## config.mk

```make
export PLATFORM = sky130hd
export DESIGN_NAME = bram_stream_reader_flat
export DESIGN_NICKNAME = d
export VERILOG_FILES = /design/src/rtl/bram_stream_reader_pkg.sv /design/src/rtl/bram_stream_reader_if.sv /design/src/rtl/bram_rd_skid.sv /design/src/rtl/bram_stream_reader.sv /design/src/flat_wrapper.sv
export SDC_FILE = /design/constraint.sdc
export NUM_CORES = 1
export LEC_CHECK = 0
export ABC_AREA = 1
export CAP_MARGIN = 0
export CORE_MARGIN = 2
export CORE_UTILIZATION = 43
export CTS_CLUSTER_SIZE = 30
export DETAILED_ROUTE_END_ITERATION = 12
export PLACE_DENSITY = 0.68
export SETUP_SLACK_MARGIN = 0.05
export SYNTH_ARGS = -nofsm -noshare
export SYNTH_HDL_FRONTEND = slang
export SYNTH_SLANG_ARGS = --single-unit
```

## constraint.sdc

```tcl
create_clock -name clk -period 3.4 [get_ports clk]
set_clock_uncertainty 0.05 [all_clocks]
set_input_delay 0.34 -clock clk [delete_from_list [all_inputs] [get_ports clk]]
set_output_delay 0.34 -clock clk [all_outputs]
set_load 0.005 [all_outputs]
```

## src/rtl/bram_stream_reader_pkg.sv

```systemverilog
// -----------------------------------------------------------------------------
// bram_stream_reader_pkg
// Shared definitions for the coefficient-BRAM stream reader:
//   - default word / address widths (kept identical to the BRAM wrapper)
//   - depth of the read-return skid FIFO and the width of its occupancy count
//   - the reader FSM state encoding
// No ports (package).
// -----------------------------------------------------------------------------
package bram_stream_reader_pkg;

    localparam int DATA_WIDTH_DEF = 18;
    localparam int ADDR_WIDTH_DEF = 10;

    // Two entries cover the one word that may already be in flight in the
    // BRAM pipeline plus the word sitting at the stream head.
    localparam int SKID_DEPTH = 2;
    localparam int SKID_CNT_W = $clog2(SKID_DEPTH + 1);

    typedef enum logic [1:0] {
        ST_IDLE  = 2'd0,
        ST_RUN   = 2'd1,
        ST_DRAIN = 2'd2,
        ST_FIN   = 2'd3
    } rd_state_e;

endpackage

```

## src/rtl/bram_stream_reader_if.sv

```systemverilog
// -----------------------------------------------------------------------------
// bram_stream_reader_if
// Valid/ready stream carrying coefficient words with an end-of-sweep flag.
//   m_data  : word at the stream head
//   m_valid : head word is valid
//   m_last  : head word is the final word of the sweep
//   m_ready : consumer accepts the head word this cycle
// Modports: master (producer side), slave (consumer side).
// -----------------------------------------------------------------------------
interface bram_stream_reader_if
    import bram_stream_reader_pkg::*;
#(
    parameter int DATA_WIDTH = DATA_WIDTH_DEF
);

    logic [DATA_WIDTH-1:0] m_data;
    logic                  m_valid;
    logic                  m_last;
    logic                  m_ready;

    modport master (
        output m_data,
        output m_valid,
        output m_last,
        input  m_ready
    );

    modport slave (
        input  m_data,
        input  m_valid,
        input  m_last,
        output m_ready
    );

endinterface

```

## src/rtl/bram_rd_skid.sv

```systemverilog
// -----------------------------------------------------------------------------
// bram_rd_skid
// Small register FIFO (SKID_DEPTH entries) holding {last, data} words returned
// by the BRAM until the downstream stream accepts them. Entry 0 is always the
// head, so the head outputs come straight from a register.
// Ports:
//   clk, rst     : clock, synchronous active-high reset
//   push_i       : write {push_last_i, push_data_i} this cycle
//   pop_i        : head word is consumed this cycle (only when count_o != 0)
//   count_o      : number of valid entries
//   head_data_o  : data of entry 0
//   head_last_o  : last flag of entry 0
// Push and pop in the same cycle are allowed; the caller guarantees no push
// into a full FIFO unless it also pops.
// -----------------------------------------------------------------------------
module bram_rd_skid
    import bram_stream_reader_pkg::*;
#(
    parameter int DATA_WIDTH = DATA_WIDTH_DEF
) (
    input  logic                  clk,
    input  logic                  rst,
    input  logic                  push_i,
    input  logic [DATA_WIDTH-1:0] push_data_i,
    input  logic                  push_last_i,
    input  logic                  pop_i,
    output logic [SKID_CNT_W-1:0] count_o,
    output logic [DATA_WIDTH-1:0] head_data_o,
    output logic                  head_last_o
);

    localparam int EW = DATA_WIDTH + 1;

    logic [SKID_CNT_W-1:0]           count_q;
    logic [SKID_CNT_W-1:0]           wr_idx;
    logic [SKID_DEPTH-1:0][EW-1:0]   entry_w;

    // A pop shifts every entry down by one, so a simultaneous push lands one
    // slot lower than it would without the pop.
    assign wr_idx = count_q - SKID_CNT_W'(pop_i);

    always_ff @(posedge clk) begin
        if (rst) begin
            count_q <= '0;
        end else begin
            count_q <= count_q + SKID_CNT_W'(push_i) - SKID_CNT_W'(pop_i);
        end
    end

    generate
        for (genvar gi = 0; gi < SKID_DEPTH; gi++) begin : g_entry
            logic [EW-1:0] entry_q;
            logic [EW-1:0] shift_in;

            if (gi + 1 < SKID_DEPTH) begin : g_mid
                assign shift_in = entry_w[gi+1];
            end else begin : g_tail
                // Top slot has nothing above it; its stale value is never
                // observed because count_q excludes it.
                assign shift_in = entry_q;
            end

            always_ff @(posedge clk) begin
                if (rst) begin
                    entry_q <= '0;
                end else if (push_i && (wr_idx == SKID_CNT_W'(gi))) begin
                    entry_q <= {push_last_i, push_data_i};
                end else if (pop_i) begin
                    entry_q <= shift_in;
                end
            end

            assign entry_w[gi] = entry_q;
        end
    endgenerate

    assign count_o     = count_q;
    assign head_data_o = entry_w[0][DATA_WIDTH-1:0];
    assign head_last_o = entry_w[0][DATA_WIDTH];

endmodule

```

## src/rtl/bram_stream_reader.sv

```systemverilog
// -----------------------------------------------------------------------------
// bram_stream_reader
// Sweeps a contiguous (wrapping) address range of a registered-read BRAM and
// streams the returned words downstream with a last flag.
// Ports:
//   clk, rst        : clock, synchronous active-high reset
//   start           : command strobe, accepted only while idle
//   base_addr       : first address of the sweep (latched with start)
//   num_words       : words to read, 0..2^ADDR_WIDTH (latched with start)
//   busy            : sweep in progress
//   done            : one-cycle completion pulse
//   bram_addr_read  : BRAM read address
//   bram_data_out   : BRAM read data, valid one cycle after its address
//   m_if            : output stream (master modport)
// Reads are throttled so that words already buffered plus the word in flight
// never exceed the skid FIFO depth; this keeps full rate under continuous
// ready and loses nothing under backpressure.
// -----------------------------------------------------------------------------
module bram_stream_reader
    import bram_stream_reader_pkg::*;
#(
    parameter int DATA_WIDTH = DATA_WIDTH_DEF,
    parameter int ADDR_WIDTH = ADDR_WIDTH_DEF
) (
    input  logic                    clk,
    input  logic                    rst,
    input  logic                    start,
    input  logic [ADDR_WIDTH-1:0]   base_addr,
    input  logic [ADDR_WIDTH:0]     num_words,
    output logic                    busy,
    output logic                    done,
    output logic [ADDR_WIDTH-1:0]   bram_addr_read,
    input  logic [DATA_WIDTH-1:0]   bram_data_out,
    bram_stream_reader_if.master    m_if
);

    rd_state_e               state_q;
    logic [ADDR_WIDTH-1:0]   addr_q;          // next address to issue
    logic [ADDR_WIDTH-1:0]   last_addr_q;     // most recently issued address
    logic [ADDR_WIDTH:0]     left_q;          // addresses still to issue
    logic                    inflight_q;      // read issued last cycle
    logic                    inflight_last_q; // ... and it was the final word
    logic                    busy_q;
    logic                    done_q;

    logic [SKID_CNT_W-1:0]   fifo_count;
    logic [DATA_WIDTH-1:0]   head_data;
    logic                    head_last;
    logic                    fifo_nonempty;

    logic                    pop;
    logic [SKID_CNT_W:0]     occupancy;
    logic                    issue;
    logic                    issue_last;
    logic                    drain_done;

    assign fifo_nonempty = (fifo_count != '0);
    assign pop           = fifo_nonempty && m_if.m_ready;

    // Occupancy the FIFO will have once this cycle's pop and the in-flight
    // capture both retire; a new read is safe only if that leaves a slot.
    always_comb begin
        occupancy  = {1'b0, fifo_count}
                   + (SKID_CNT_W + 1)'(inflight_q)
                   - (SKID_CNT_W + 1)'(pop);
        issue      = (state_q == ST_RUN) && (left_q != '0)
                   && (occupancy < (SKID_CNT_W + 1)'(SKID_DEPTH));
        issue_last = issue && (left_q == (ADDR_WIDTH + 1)'(1));
        // Everything issued has been captured and the FIFO empties this
        // cycle, so the final beat is transferring now.
        drain_done = !inflight_q && (fifo_count == SKID_CNT_W'(pop));
    end

    always_ff @(posedge clk) begin
        if (rst) begin
            state_q         <= ST_IDLE;
            addr_q          <= '0;
            last_addr_q     <= '0;
            left_q          <= '0;
            inflight_q      <= 1'b0;
            inflight_last_q <= 1'b0;
            busy_q          <= 1'b0;
            done_q          <= 1'b0;
        end else begin
            inflight_q      <= issue;
            inflight_last_q <= issue_last;

            if (issue) begin
                addr_q      <= addr_q + ADDR_WIDTH'(1);
                last_addr_q <= addr_q;
                left_q      <= left_q - (ADDR_WIDTH + 1)'(1);
            end

            case (state_q)
                ST_IDLE: begin
                    if (start) begin
                        addr_q  <= base_addr;
                        left_q  <= num_words;
                        busy_q  <= 1'b1;
                        state_q <= (num_words == '0) ? ST_FIN : ST_RUN;
                    end
                end
                ST_RUN: begin
                    if (issue_last) begin
                        state_q <= ST_DRAIN;
                    end
                end
                ST_DRAIN: begin
                    if (drain_done) begin
                        busy_q  <= 1'b0;
                        done_q  <= 1'b1;
                        state_q <= ST_FIN;
                    end
                end
                ST_FIN: begin
                    // Arriving from DRAIN the pulse is already up; an empty
                    // sweep arrives straight from IDLE and raises it here,
                    // so its pulse lands one cycle later.
                    if (done_q) begin
                        done_q  <= 1'b0;
                        state_q <= ST_IDLE;
                    end else begin
                        done_q  <= 1'b1;
                        busy_q  <= 1'b0;
                    end
                end
                default: begin
                    state_q <= ST_IDLE;
                end
            endcase
        end
    end

    bram_rd_skid #(
        .DATA_WIDTH (DATA_WIDTH)
    ) u_skid (
        .clk         (clk),
        .rst         (rst),
        .push_i      (inflight_q),
        .push_data_i (bram_data_out),
        .push_last_i (inflight_last_q),
        .pop_i       (pop),
        .count_o     (fifo_count),
        .head_data_o (head_data),
        .head_last_o (head_last)
    );

    // The address only changes when a read is issued; otherwise it holds the
    // last issued address. Captures are qualified by inflight_q either way.
    assign bram_addr_read = issue ? addr_q : last_addr_q;
    assign busy           = busy_q;
    assign done           = done_q;

    assign m_if.m_data    = head_data;
    assign m_if.m_valid   = fifo_nonempty;
    assign m_if.m_last    = head_last && fifo_nonempty;

endmodule

```

## src/flat_wrapper.sv

```systemverilog
// flat-port wrapper written by rule: the top's interface ports become plain ports
module bram_stream_reader_flat import bram_stream_reader_pkg::*;
#(
    parameter int DATA_WIDTH = DATA_WIDTH_DEF,
    parameter int ADDR_WIDTH = ADDR_WIDTH_DEF
)
  (clk, rst, start, base_addr, num_words, busy, done, bram_addr_read, bram_data_out, m_if_m_data, m_if_m_valid, m_if_m_last, m_if_m_ready);
  bram_stream_reader_if #(.DATA_WIDTH(DATA_WIDTH)) m_if_i ();
  input  logic clk;
  input  logic rst;
  input  logic start;
  input  logic [ADDR_WIDTH-1:0] base_addr;
  input  logic [ADDR_WIDTH:0] num_words;
  output logic busy;
  output logic done;
  output logic [ADDR_WIDTH-1:0] bram_addr_read;
  input  logic [DATA_WIDTH-1:0] bram_data_out;
  output wire logic [$bits(m_if_i.m_data)-1:0] m_if_m_data;
  output wire logic [$bits(m_if_i.m_valid)-1:0] m_if_m_valid;
  output wire logic [$bits(m_if_i.m_last)-1:0] m_if_m_last;
  input wire logic [$bits(m_if_i.m_ready)-1:0] m_if_m_ready;
  assign m_if_m_data = m_if_i.m_data;
  assign m_if_m_valid = m_if_i.m_valid;
  assign m_if_m_last = m_if_i.m_last;
  assign m_if_i.m_ready = m_if_m_ready;
  bram_stream_reader #(.DATA_WIDTH(DATA_WIDTH), .ADDR_WIDTH(ADDR_WIDTH)) u_core (.clk(clk), .rst(rst), .start(start), .base_addr(base_addr), .num_words(num_words), .busy(busy), .done(done), .bram_addr_read(bram_addr_read), .bram_data_out(bram_data_out), .m_if(m_if_i));
endmodule
```

=== Word-level counts from Yosys, hierarchy flattened ===
Index checks and enable logic that the tools add are counted.

* Reductions and logical operators: 20
* Add/subtract/negate cells: 7
* Equality and inequality tests: 11
* Magnitude comparators: 1
* Mux-type cells: 22

{| class="wikitable"
|+ Operators with widths
! operator !! number
|-
| $mux 10 || 4
|-
| $mux 19 || 2
|-
| $mux 11 || 3
|-
| $eq 11x1->1 const B || 1
|-
| $logic_not 11->1 || 1
|-
| $reduce_bool 11->1 || 1
|-
| $sub 11x1->11 const B || 1
|-
| $add 10x1->10 const B || 1
|-
| $mux 2 || 5
|-
| $logic_and 1x1->1 || 8
|-
| $pmux 2 s4 || 1
|-
| $reduce_and 4->1 || 2
|-
| $ne 2x1->1 const B || 3
|-
| $reduce_bool 2->1 || 3
|-
| $mux 1 || 5
|-
| $eq 2x1->1 const B || 2
|-
| $eq 2x2->1 const B || 2
|-
| $logic_not 2->1 || 2
|-
| $ne 2x2->1 const B || 2
|-
| $sub 2x1->2 || 2
|-
| $add 2x1->3 || 1
|-
| $lt 3x2->1 const B || 1
|-
| $pmux 1 s3 || 1
|-
| $reduce_bool 3->1 || 1
|-
| 6 further kinds || 6
|}

* Register bits: 77
* Logic and storage cells: 72
* Bits of input ports: 43
* Output and inout bits: 32

=== Depth between registers and ports, before layout ===
Gate-level depths: netlist of the first run.

* Depth in word-level cells: 8
* Depth in mapped cells: 19
* Depth with buffers taken out: 17

=== Modules after synthesis ===
A second synthesis of the first run with hierarchy kept.

* Cell total of the unflattened synthesis: 640
* Area, all modules: 4306.6 µm²

{| class="wikitable"
|+ By module, submodules not included
! module !! instances !! area each (µm²) !! seq. area each (µm²) !! cells an instance
|-
| bram_stream_reader || 1 || 2399.8 || 740.7 || 367
|-
| bram_rd_skid || 1 || 1906.8 || 800.8 || 273
|}

=== Worst setup path after synthesis of the first run ===
Ideal clock, no wire load.

* Kind: flip-flop to output port
* Start: register u_core.u_skid.count_q[0], in the netlist u_core.u_skid.count_o[0]
* End: output bram_addr_read[3]
* Cell stages (with the launch flop): 16
* Arrival: 2.478 ns
* Buffers on the path: 3
* Required time: 3.010 ns
* Path slack: 0.532 ns
* Cells stage by stage: dfxtp_1 > nor2_1 > nor2_2 > clkbuf_1 > nand2_1 > nand2_1 > ha_1 > fa_1 > nor2_1 > nand2_1 > nor2_1 > nand2_2 > buf_6 > buf_6 > o21ai_0 > inv_1

* Word-level cells in the longest chain between the ends: 6
* Elaborated cells between the ends (all ways): 7
* Those cells by class: add/sub (2); order compare (1); mux (1); reduce/logical (3)

{| class="wikitable"
|+ Ends and longest elaborated chain
! item !! line !! source
|-
| start: declaration || bram_rd_skid.sv:34 || <nowiki>logic [SKID_CNT_W-1:0] count_q;</nowiki>
|-
| start signal: assignment || bram_rd_skid.sv:46 || <nowiki>count_q <= count_q + SKID_CNT_W'(push_i) - SKID_CNT_W'(pop_i);</nowiki>
|-
| branches (longest 2 deep; another with $add 2x1->3) || n/a ||
|-
| $sub 3x1->3 * || bram_stream_reader.sv:65 || <nowiki>- (SKID_CNT_W + 1)'(pop);</nowiki>
|-
| net u_core.occupancy[1] || bram_stream_reader.sv:52 || <nowiki>logic [SKID_CNT_W:0] occupancy;</nowiki>
|-
| $lt 3x2->1 * || bram_stream_reader.sv:67 || <nowiki>&& (occupancy < (SKID_CNT_W + 1)'(SKID_DEPTH));</nowiki>
|-
| $logic_and 1x1->1 * || bram_stream_reader.sv:67 ||
|-
| $mux 10 * || n/a ||
|-
| end: declaration || flat_wrapper.sv:16 || <nowiki>output logic [ADDR_WIDTH-1:0] bram_addr_read;</nowiki>
|}

Mark *: on every way through the listed nets, which the timed path passes.

=== Worst setup path in the final report of the first run ===
* Start: register u_core.u_skid.count_q[0], in the netlist u_core.u_skid.count_o[0]
* End: output bram_addr_read[8]

Same word-level chain as after synthesis.

==> results of run 1 <==
-- critical path, cell delays in order, from the launching register on --
cell and delay [ns]:
dfxtp_4 0.36, nor2_4 0.05, nor2_4 0.12, inv_2 0.05
nand2_1 0.06, nand2_1 0.05, ha_2 0.17, fa_1 0.52
nor2_1 0.05, nand2_1 0.09, nor2_4 0.05, nand2_4 0.12
clkinvlp_4 0.12, buf_6 0.13, or2_1 0.23, o21ai_2 0.07
inv_1 0.05, clkdlybuf4s15_1 0.19
-- sequential cells by signal, indices dropped and copies added, names as in the netlist --
name,cells
u_core.u_skid.g_entry.entry_q,19
u_core.u_skid.g_entry.shift_in,19
u_core.left_q,11
u_core.addr_q,10
u_core.last_addr_q,10
u_core.state_q,2
u_core.u_skid.count_o,2
u_core.busy,1
u_core.done,1
u_core.inflight_last_q,1
u_core.inflight_q,1
-- layout make-up --
cell class              instances  area share
multi-input cells             413      0.3912
inverters                      69     0.05069
clock buffers                   9     0.02401
repair inverters                1    0.001455
well taps                     108     0.02619
repair buffers                105      0.1933
flip-flops and latches         77      0.3003
clock inverters                 7     0.01285
-- power by group through the flow --
stage	registers, mW	logic (mW)	clock network [mW]
floorplan	1.34	1.46	0
global placement	1.38	2.16	0
detailed placement	1.39	2.21	0
CTS	1.38	2.36	0.676
global route	1.42	2.75	0.719
finish	1.38	2.43	0.659
-- kinds of logic (layout without fill, tap and decap cells) --
family / Yosys count / in the layout
and+or+nand+nor: 296 / 296
buffers and inverters: 97 / 191
AOI/OAI and AO/OA: 95 / 95
DFF: 77 / 77
adders and majority gates: 11 / 11
xor gates and xnor gates: 11 / 11
-- Yosys cell counts --
master	number	area share
nand2_1	137	0.13
nor2_1	105	0.10
dfxtp_1	77	0.39
inv_1	66	0.063
o21ai_0	53	0.068
nand3_1	27	0.035
a31oi_1	20	0.032
clkbuf_1	18	0.017
a21oi_1	15	0.019
ha_1	10	0.032
nor3_1	6	0.0077
or2_2	6	0.0096
xnor2_1	6	0.013
buf_6	5	0.014
xor2_1	5	0.011
buf_2	4	0.0051
o21ai_1	4	0.0051
nand2_2	3	0.0048
nand4_1	3	0.0048
clkinv_1	2	0.0019
nand3b_1	2	0.0038
nor2_2	2	0.0032
o21ai_2	2	0.0045
or2_1	2	0.0032
a211oi_1	1	0.0019
and3_1	1	0.0016
clkbuf_2	1	0.0013
fa_1	1	0.0051
inv_2	1	0.00096
nor2_4	1	0.0029
nor3b_1	1	0.0019
-- metrics by stage --
stage | cell area, um2 | worst slack [ns] | utilization | setup TNS (ns) | hold WS [ns]
3_5_place_dp | 4790 | -0.3491 | 0.5465 | -2.861 | 0.4071
3_3_place_gp | 4790 | -0.2497 | 0.5465 | -2.057 | 0.3998
6_report | 5159 | 0.1855 | 0.5887 | 0 | 0.4193
2_1_floorplan | 3915 | 0.5319 | - | 0 | 0.3940
5_1_grt | 5159 | 0.04237 | 0.5887 | 0 | 0.4515
4_1_cts | 5094 | 0.008324 | 0.5812 | 0 | 0.4205
-- layer usage --
layer | part of all wire | GRT usage | vias up
met2 | 0.50 | 0.3612 | 89
met4 | 0.0048 | 0.03688 | 0
met3 | 0.049 | 0.04989 | 6
met1 | 0.45 | 0.2394 | 1749
met5 | 0 | 0 | -
li1 | - | - | 2019
-- final timing paths --
kind,from,endpoint,slack (ns)
worst max register to register,u_core.u_skid.count_o[0],u_core.addr_q[6],0.71
worst min register to register,u_core.busy,u_core.busy,0.42
worst min-delay path,u_core.busy,u_core.busy,0.42
worst max-delay path,u_core.u_skid.count_o[0],bram_addr_read[8],0.19
-- timing repair --
| action | 4_1_cts | 5_1_grt |
|---|---|---|
| setup buffers | 9 | 4 |
| cloned | 1 | 0 |
| pin swaps | 5 | 5 |
| resized for setup | 26 | 14 |
| setup endpoints to repair | 10 | 7 |
==> results.md, run 1 <==
- Count of final setup violators: 0
- WP data arrival: 2.82 ns
- Die span in y: 99.42 um
- Vias in the first global route: about 3,700
- 1st-pass router iterations: 4
- RSZ-0062 raised after global routing: false
- PwrDens: 866.8 nW/um2
- XOR/XNOR share of the synthesized area: 0.02461
- Worst setup path class: reg -> out
- Combinational power share: 0.544
- PortBufs: 74
- Most frequent cells in the layout: nand2_1, nor2_1, dfxtp_1, inv_1, clkdlybuf4s50_1
- Initial DRC Count: 139
- Hold Crit Class: reg -> reg
- Crit. End Element: output port
- LEAKAGE: 2.419 nW
- Core box area: 8763 um2
- Area of the die: 9884 um2
- Simple-gate share of the synthesized area: 0.3100
- Filler instances: 833
- Rel. slew slack: 0.3264
- TritonCTS clock tree: yes
- Largest family of logic cells by synthesized area: simple AND/OR/NAND/NOR gates
- CTS Hold Bufs: 0
- Slew @ Worst Pin: 1.009 ns
- Post-route ant nets: 0
- Vias per cell: ~5
- Syn-to-layout area delta: 31.77%
- Synth Area in Adders: 0.03707
- Net Sw Frac: 0.4189
- First-pass GRT wire length: 16.32 mm
- Die width: 99.42 um
- Placed cell count: 759
- Slew Viols, Final: 0
- CTS Buf Count: 9
- Fraction of the yosys area taken by sequential cells: 0.3937
- Syn_area_per_cell: 6.670 um2
- Int Power: ~2.6 mW
- Distinct cell type count after synthesis: 31
- Fin nets: between 700 and 800
- WP data required: 3.01 ns
- Peak supply drop: approximately 0.4 mV
- Top fanout value on the critical path: 4
- Mapped Area: around 4000 um2
- Drc violations: 0
- Worst r2r path cells: 20
- Switching Power: 1.873 mW
- Tcrit/Tclk final: 0.9454
- Clock power frac: 0.147
- Syn nets: between 600 and 700
- GRT Util Overall: 0.1990
- Inserted Diodes: 0
- Routed WL per cell: 12.17 um
- Initial Utilization: 0.4467
- Share of cells above drive strength 1: 0.1131
- Post-DP HPWL: around 6.3 mm
- Yosys warning count: 0
- Mapped Cells: 587
- I/O pins: between 70 and 80
- Peak Freq: 0.3111 GHz
- DR vias: 3,863
- Root Buffer: clkbuf_8
- Setup crit start kind: flip-flop
- Maximum clock path buffer count: 2
- Fin crit period: 3.215 ns
- FF+latch count, synth: 77
- Grt ovf: 0
- Clock latency on the worst-skew pair: approximately 0.35 ns
- Total power: approximately 4.5 mW
- Pin count of the biggest net entering global routing: 42
- Endpoints failing hold: 0
- # rows: 34
- Clk slew on worst S/H paths: around 0.080 ns
- Max cap viols: 0
- Area of the multi-input gates: just over 2000 um2
- H-Tree Depth: 3
- Mux contribution to synthesized area: 0
- Post-synthesis compound-gate area fraction: 0.1304
- Status: finished, final reports clean
- Non-Filler Instances: 789
- Initial antenna violation count: 0
- Commonest non-fill, non-tap cell in the layout: nand2_1
- Register share of total power: 0.309
- RePlAce Congestion: ~0.79
- Sink Count: 77
- Final wirelength: 9.603 mm
- Worst Hold Path Cells: 2
- Register area: 1549 um2
(Power assumes the default switching activity.)
==> run 2: changes to the inputs <==
Settings changed: CTS_CLUSTER_SIZE 30 to unset, RECOVER_POWER set to 50.
==> results.md, run 2 (synthesized netlist as in run 1, its figures left out) <==
- Core Util, Final: 0.5887 (unchanged)
- WP data arrival: 2.82 ns (about the same)
- Slew Viols, Final: 0 (unchanged)
- Peak Freq: 0.3111 GHz (about the same)
- Maximum clock path buffer count: 2 (unchanged)
- Crit. End Element: output port
- 1st-pass router iterations: 4 (unchanged)
- Die width: 99.42 um (unchanged)
- WP data required: 3.01 ns (about the same)
- CP cell instances: nor2_4 -> nor2_4 -> inv_2 -> nand2_1 -> nand2_1 -> ha_2 -> fa_1 -> nor2_1 -> nand2_1 -> nor2_4 -> nand2_4 -> clkinvlp_4 -> buf_6 -> or2_1 -> o21ai_2 -> inv_1 -> clkdlybuf4s15_1
- Most frequent cells in the layout: nand2_1, nor2_1, dfxtp_1, inv_1, o21ai_0
- Drc violations: 0 (unchanged)
- Count of final setup violators: 0 (unchanged)
- Post-route ant nets: 0 (unchanged)
- LEAKAGE: 2.487 nW (+2.8%)
- Initial DRC Count: 135 (-2.9%)
- Core box area: 8763 um2 (unchanged)
- Worst setup path class: reg -> out
- TritonCTS clock tree: yes
- Post-DP HPWL: 6.293 mm (unchanged)
- PortBufs: 74 (unchanged)
- Pre-CTS setup slack: -0.3491 ns (unchanged)
- Hold Crit Class: reg -> reg
- Slew @ Worst Pin: 1.033 ns (+0.02415 ns)
- Fin nets: 730 (unchanged)
- Hold_ws: 0.4162 ns (-0.003150 ns)
- Sink Count: 77 (unchanged)
- Final Instance Area: 5159 um2 (unchanged)
- Syn-to-layout area delta: 31.77% (unchanged)
- Root Buffer: clkbuf_8
- Status: finished, final reports clean
- CTS Buf Count: 9 (unchanged)
- Area of the die: 9884 um2 (unchanged)
- DR vias: 3,881 (+0.47%)
- Setup crit start kind: flip-flop
- Setup WS post-layout: 0.1861 ns (+0.0006080 ns)
- Initial antenna violation count: 0 (unchanged)
- Commonest non-fill, non-tap cell in the layout: nand2_1
- PwrDens: 859.7 nW/um2 (-0.81%)
- Vias in the first global route: 3,693 (unchanged)
- Filler instances: 833 (unchanged)
- RSZ-0062 raised after global routing: false
- Die span in y: 99.42 um (unchanged)
- Peak supply drop: 0.4086 mV (about the same)
- Inserted Diodes: 0 (unchanged)
- Largest stage delay, worst path: 0.52 ns (about the same)
- Pin count of the biggest net entering global routing: 42 (unchanged)
- Critical-path top delay cell: fa_1
- Share of cells above drive strength 1: 0.1131 (unchanged)
- Clk slew on worst S/H paths: 0.08 ns (about the same)
- Routed WL per cell: 12.16 um (about the same)
- Grt ovf: 0 (unchanged)
- Top fanout value on the critical path: 4 (unchanged)
- Max cap viols: 0 (unchanged)
- Final wirelength: 9.595 mm (about the same)
- Tcrit/Tclk final: 0.9453 (about the same)
- Initial Utilization: 0.4467 (unchanged)
- First-pass GRT wire length: 16.32 mm (unchanged)
- GRT Util Overall: 0.1990 (unchanged)
- I/O pins: 75 (unchanged)
- Vias per cell: 4.919 (+0.47%)
- Rel. slew slack: 0.3103 (-0.01612)
- Non-Filler Instances: 789 (unchanged)
- Post-DP Area: 4790 um2 (unchanged)
- RePlAce Congestion: 0.7917 (unchanged)
- # rows: 34 (unchanged)
- Clock latency on the worst-skew pair: 0.34 ns (about the same)
- Fin crit period: 3.214 ns (-0.0006080 ns)
- Placed cell count: 759 (unchanged)
- Endpoints failing hold: 0 (unchanged)
- H-Tree Depth: 3 (unchanged)
run 2: path summary, 6_finish.rpt:
path | start | end | slack (ns) | depth (start not counted)
hold reg to reg | u_core.busy | u_core.busy | 0.42 | 2
setup reg to reg | u_core.u_skid.count_o[0] | u_core.addr_q[6] | 0.71 | 20
hold / removal | u_core.busy | u_core.busy | 0.42 | 2
setup / recovery | u_core.u_skid.count_o[0] | bram_addr_read[8] | 0.19 | 17
run 2: worst max-delay path, delay by kind of cell (launching register included):
kind / cells / cell delay (ns)
simple gates: 9 / 0.82
fa+ha+maj: 2 / 0.69
buf+inv: 5 / 0.54
flops: 1 / 0.36
compound gates: 1 / 0.07
run 2: final cells by class:
| cell class | count | area (um2) | share of cell area |
|---|---|---|---|
| inverter | 69 | 261.5 | 0.05069 |
| tap | 108 | 135.1 | 0.02619 |
| multi-input combinational | 413 | 2018 | 0.3912 |
| clock buffer | 9 | 123.9 | 0.02401 |
| timing repair inverter | 1 | 7.507 | 0.001455 |
| clock inverter | 7 | 66.31 | 0.01285 |
| sequential | 77 | 1549 | 0.3003 |
| timing repair buffer | 105 | 997.2 | 0.1933 |
run 2: per-layer routing:
layer  routed length [um]  GRT usage  vias to the layer above
li1                     -          -                     2021
met1                 4350     0.2394                     1766
met2                 4768     0.3612                       90
met3                  433    0.04989                        4
met4                   42    0.03688                        0
met5                    0          0                        -
run 2: timing repair:
action	4_1_cts	5_1_grt
buffers inserted	9	4
pin swaps	5	5
gates cloned	1	0
hold buffers	0	0
gates resized for setup	26	14
hold endpoints to repair	0	0
setup endpoints to repair	10	7
run 2: per-stage QoR:
step                      power [mW]  TNS, ns
final                          4.435        0
after global routing           4.844        0
after CTS                      4.420        0
after detailed placement       3.595   -2.861
after global placement         3.535   -2.057
after floorplan                2.802        0
run 2: power breakdown:
| group | internal, mW | switching, mW | total, mW |
|---|---|---|---|
| clock network | 0.280 | 0.378 | 0.658 |
| registers | 1.16 | 0.221 | 1.38 |
| logic | 1.13 | 1.27 | 2.40 |
